`config.mk`:
```
export PLATFORM = sky130hd
export DESIGN_NAME = fpmul_bus_master
export DESIGN_NICKNAME = d
export VERILOG_FILES = /design/src/rtl/fpmul_bus_master.sv
export SDC_FILE = /design/constraint.sdc
export NUM_CORES = 1
export LEC_CHECK = 0
export BUFFER_PORTS_ARGS = -buffer_cell sky130_fd_sc_hd__clkbuf_2
export CAP_MARGIN = 20
export CORE_MARGIN = 4
export CORE_UTILIZATION = 48
export DETAILED_ROUTE_END_ITERATION = 12
export GPL_TIMING_DRIVEN = 0
export PLACE_DENSITY = 0.83
export SLEW_MARGIN = 20
export SYNTH_ARGS = -nofsm -noshare
export SYNTH_HDL_FRONTEND = slang
export SYNTH_SLANG_ARGS = --single-unit
```
`constraint.sdc`:
```
create_clock -name clk -period 1.9 [get_ports clk]
set_input_delay 0.095 -clock clk [delete_from_list [all_inputs] [get_ports clk]]
set_output_delay 0.095 -clock clk [all_outputs]
set_load 0.01 [all_outputs]
```
`src/rtl/fpmul_bus_master.sv`:
```
// Bus initiator for the memory-mapped FP multiplier: writes operands, starts,
// polls status until done (or timeout), reads the product and drops start.
module fpmul_bus_master #(
  parameter int TIMEOUT = 255,
  parameter int CW      = 8
) (
  input  logic        clk,
  input  logic        rst,
  input  logic        req,
  input  logic [31:0] op_a,
  input  logic [31:0] op_b,
  output logic        busy,
  output logic        done,
  output logic [31:0] result,
  output logic [5:0]  flags,
  output logic        err,
  output logic [1:0]  A,
  output logic        WE,
  output logic [31:0] WD,
  input  logic [31:0] RD
);

  localparam logic [CW-1:0] LP_LAST = CW'(TIMEOUT - 1);
  localparam logic [31:0]   LP_GO   = 32'h0001_0000;

  typedef enum logic [2:0] {
    S_IDLE,
    S_WR_A,
    S_WR_B,
    S_WR_GO,
    S_POLL,
    S_RD_RES,
    S_CLEAR,
    S_FIN
  } state_t;

  state_t        r_state;
  logic [31:0]   r_op_b;
  logic [CW-1:0] r_cnt;
  logic          r_busy;
  logic          r_done;
  logic [31:0]   r_result;
  logic [5:0]    r_flags;
  logic          r_err;
  logic [1:0]    r_a;
  logic          r_we;
  logic [31:0]   r_wd;

  // Bus outputs are loaded on the transition into a state, so each state's
  // A/WE/WD are valid for the whole cycle spent in it.
  always_ff @(posedge clk) begin
    if (rst) begin
      r_state  <= S_IDLE;
      r_op_b   <= '0;
      r_cnt    <= '0;
      r_busy   <= 1'b0;
      r_done   <= 1'b0;
      r_result <= '0;
      r_flags  <= '0;
      r_err    <= 1'b0;
      r_a      <= 2'b00;
      r_we     <= 1'b0;
      r_wd     <= '0;
    end else begin
      r_done <= 1'b0;
      case (r_state)
        S_IDLE: begin
          if (req) begin
            // op_a goes straight into the first write word; only op_b needs holding
            r_op_b  <= op_b;
            r_busy  <= 1'b1;
            r_state <= S_WR_A;
            r_a     <= 2'b00;
            r_we    <= 1'b1;
            r_wd    <= op_a;
          end
        end
        S_WR_A: begin
          r_state <= S_WR_B;
          r_a     <= 2'b01;
          r_we    <= 1'b1;
          r_wd    <= r_op_b;
        end
        S_WR_B: begin
          r_state <= S_WR_GO;
          r_a     <= 2'b11;
          r_we    <= 1'b1;
          r_wd    <= LP_GO;
        end
        S_WR_GO: begin
          r_state <= S_POLL;
          r_cnt   <= '0;
          r_a     <= 2'b11;
          r_we    <= 1'b0;
          r_wd    <= '0;
        end
        S_POLL: begin
          if (RD[0]) begin
            r_flags <= RD[13:8];
            r_err   <= 1'b0;
            r_state <= S_RD_RES;
            r_a     <= 2'b10;
            r_we    <= 1'b0;
            r_wd    <= '0;
          end else if (r_cnt == LP_LAST) begin
            r_err    <= 1'b1;
            r_result <= '0;
            r_flags  <= '0;
            r_state  <= S_CLEAR;
            r_a      <= 2'b11;
            r_we     <= 1'b1;
            r_wd     <= '0;
          end else begin
            r_cnt <= r_cnt + 1'b1;
          end
        end
        S_RD_RES: begin
          r_result <= RD;
          r_state  <= S_CLEAR;
          r_a      <= 2'b11;
          r_we     <= 1'b1;
          r_wd     <= '0;
        end
        S_CLEAR: begin
          r_state <= S_FIN;
          r_busy  <= 1'b0;
          r_done  <= 1'b1;
          r_a     <= 2'b00;
          r_we    <= 1'b0;
          r_wd    <= '0;
        end
        S_FIN: begin
          r_state <= S_IDLE;
          r_a     <= 2'b00;
          r_we    <= 1'b0;
          r_wd    <= '0;
        end
        default: begin
          r_state <= S_IDLE;
          r_busy  <= 1'b0;
          r_a     <= 2'b00;
          r_we    <= 1'b0;
          r_wd    <= '0;
        end
      endcase
    end
  end

  assign busy   = r_busy;
  assign done   = r_done;
  assign result = r_result;
  assign flags  = r_flags;
  assign err    = r_err;
  assign A      = r_a;
  assign WE     = r_we;
  assign WD     = r_wd;

endmodule

```
==> run_results.csv <==
group,metric,value,unit
status,outcome,"finished clean",
sta,hold_violations,0,
sta,skew,0.00740,ns
drt,drt-initial-drc-count,358,
grt,grt_overflow_total,0,
drt,wl,16300,um
cells_and_area,layout_commonest_cell,"clkbuf_2",
worst_setup_path,critPathMaxStageDelay,0.43,ns
drt,vias,4868,
yosys,yosys_register_bits,119,
worst_setup_path,crit_path_end_kind,"register",
worst_setup_path,crit_family,"compound AO/OA/AOI/OAI gates",
drt,wire_per_inst,19.1,um
sta,drv_slew,0,
cells_and_area,mostFrequentLayoutCells,"173 x clkbuf_2, 119 x dfxtp_1, 97 x dlygate4sd3_1",
power,combPwrFrac,13.8,%
power,swShare,25.6,%
cells_and_area,nets,832,
worst_setup_path,crit_fanout,10,
grt,grt_pass1_vias,5184,
drt,viasPerCell,5.70,
placed_design,gp_congestion,0.823,
floorplan,io_pins,175,
yosys,synth_edf_count,0,
yosys,synth.avg_cell_area,10.1,sq um
placed_design,numPortBuffers,173,
power,pwr-share-seq,39.9,%
power,vdd_drop_max,0.623,mV
clock_tree,cts_made_buffers,17,
drt,drtPass1Iterations,5,
grt,antenna_found_initial,2,
sta,fmax,0.540,GHz
clock_tree,clock-sinks,119,
grt,track_usage,29.8,%
floorplan,die_h,104,um
yosys,seq_area_frac_synth,53.6,%
drt,wl_met1,5770,um
yosys,synth.area.top_cells,"dfxtp_1 54%, a22o_1 7.5%, mux2i_1 7.0%",
clock_tree,cts_tree,"done",
yosys,synth_nets,543,
grt,grt_pass1_wl,25800,um
worst_setup_path,arrival,2.26,ns
clock_tree,cts_setup_buffers,0,
worst_setup_path,critPathBufInv,2,
floorplan,core_area,8850,sq um
worst_setup_path,worst-setup-path-type,"register to register",
power,p_per_area,978,nW/um^2
sta,hold_ws,0.0590,ns
yosys,ys_async_sr_fraction,0,%
worst_setup_path,crit_slowest_cell,"dfxtp_1",
yosys,ys_warn_count,0,
floorplan,die_w,104,um
drt,antenna_left,0,
floorplan,die-area,10900,sq um
clock_tree,clkLatencyLatePin,0.51,ns
drt,highest_layer,"met4",
drt,drcViolationCount,0,
sta,period_minus_slack,1.85,ns
yosys,synth_cells,442,
floorplan,rows,34,
grt,grt_max_degree,17,
cells_and_area,drive_gt1_share,32.5,%
clock_tree,cts.clk_slew.worst_paths,0.06,ns
hold_path,hp-class,"primary input to register",
placed_design,dp_hpwl,8990,um
yosys,synth.distinct_cells,45,
power,p_switching,1.76,mW
yosys,synth_top_cell_area_share,53.6,%
drt,route.met3.wl,921,um
sta,setup_viol,0,
worst_setup_path,crit_chain,"inv_1 > ha_1 > nand3_2 > o21ai_2 > buf_2 > o31a_1 > o21a_1",
cells_and_area,syn_to_final_growth,58.1,%
yosys,synthesis.area,4450,sq um
power,p_clk_share,46.3,%
clock_tree,cts.path.max_buffers,2,
power,p_int,5.11,mW
cells_and_area,final_area,7030,sq um
worst_setup_path,required,2.30,ns
job,cap_violations,0,
yosys,yosys.area.top_type,"dfxtp_1",
drt,wl_met2,8440,um
clock_tree,cts_root_buf,"clkbuf_8",
sta,worst_slew_pin_slew,0.604,ns
yosys,synth_flop_cell,"dfxtp_1",
sta,finalCritPeriodShare,97.5,%
worst_setup_path,cp-start-kind,"register",
clock_tree,htreeDepth,4,
floorplan,initial_core_util,50.2,%
placed_design,placed_area,5450,sq um
power,p_leak,3.09,nW
sta,slew_headroom,59.4,%
through the flow:
stage                     instances  power [mW]  util (%)  worst slack (ns)  TNS [ns]
after floorplan                 442        3.20         -             0.322         0
after global placement          723        3.49      61.6             0.189         0
after detailed placement        723        3.52      61.6             0.123         0
after CTS                       852        6.82      79.1            0.0419         0
after global routing            854        7.08      79.4          -0.00251  -0.00704
final                           854        6.87      79.4            0.0467         0
kinds of logic after synthesis:
group,Yosys count,synth area share (%)
AO/OA/AOI/OAI,143,23.1
flip-flops,119,53.6
AND/OR/NAND/NOR,107,11.3
buffers and inverters,39,4.22
multiplexers,31,6.98
adder cells (fa/ha/maj),2,0.563
XOR/XNOR,1,0.197
worst paths after layout:
| check | start | slack, ns | cells after the start | to |
|---|---|---|---|---|
| worst max-delay path | r_cnt[0]$_SDFFE_PP0P_ | 0.05 | 7 | r_cnt[7]$_SDFFE_PP0P_ |
| worst min-delay path | op_a[16] | 0.06 | 5 | WD[16]$_SDFFE_PP0P_ |
| worst max register to register | r_cnt[0]$_SDFFE_PP0P_ | 0.05 | 7 | r_cnt[7]$_SDFFE_PP0P_ |
| worst min register to register | r_op_b[24]$_SDFFE_PP0P_ | 0.46 | 2 | r_op_b[24]$_SDFFE_PP0P_ |
synthesized netlist by cell type (2+ instances only):
master,count
a211oi_1,2
o2bb2ai_1,31
mux2i_1,31
nor4_1,2
o21a_1,2
ha_1,2
nor3_1,2
or3_1,2
nand3b_1,2
nand2_1,68
or4_1,2
clkbuf_1,5
o21ai_0,8
buf_1,2
inv_1,5
a22o_1,38
a21oi_1,47
o31ai_1,5
nand3_1,7
nand4_1,2
buf_4,3
buf_2,24
nor2_1,10
dfxtp_1,119
routing by layer:
metal / track usage (%) / vias up
met2: 52.7 / 278
met4: 22.5 / 0
li1: - / 2196
met3: 7.20 / 112
met1: 30.3 / 2282
met5: 0 / -
sequential cells by signal (all words and copies together) (netlist names):
| signal | count |
|---|---|
| result | 32 |
| flags | 6 |
| busy | 1 |
| WD | 32 |
| r_state | 3 |
| r_cnt | 8 |
| done | 1 |
| err | 1 |
| A | 2 |
| r_op_b | 32 |
| WE | 1 |
timing repair:
action                                  4_1_cts  5_1_grt
resized for setup                             0        4
endpoints found under the hold margin       103        0
hold buffers                                 97        0
endpoints found under the setup margin        0       68
worst register-to-register path, cell delays in order (launching register included):
cell and delay, ns:
dfxtp_1 0.43, inv_1 0.08, ha_1 0.22, nand3_2 0.18, o21ai_2 0.13, buf_2 0.22, o31a_1 0.30, o21a_1 0.19
layout make-up:
cell class,count,area (sq um)
plain buffers,34,169
repair buffers,270,1840
inverters,5,18.8
clock buffers,19,432
clock inverters,13,154
multi-input cells,284,1890
flip-flops and latches,119,2380
diodes,2,5.00
well taps,108,135
fillers,512,1820
power by group through the flow:
stage                     Clock, mW  Sequential, mW  Combinational (mW)
final                          3.18            2.74               0.947
after detailed placement          0            2.78               0.737
after CTS                      3.19            2.73               0.901
after global placement            0            2.78               0.715
after global routing           3.31            2.75                1.02
after floorplan                   0            2.81               0.390
Note: power is estimated with default switching activity, not from simulation.
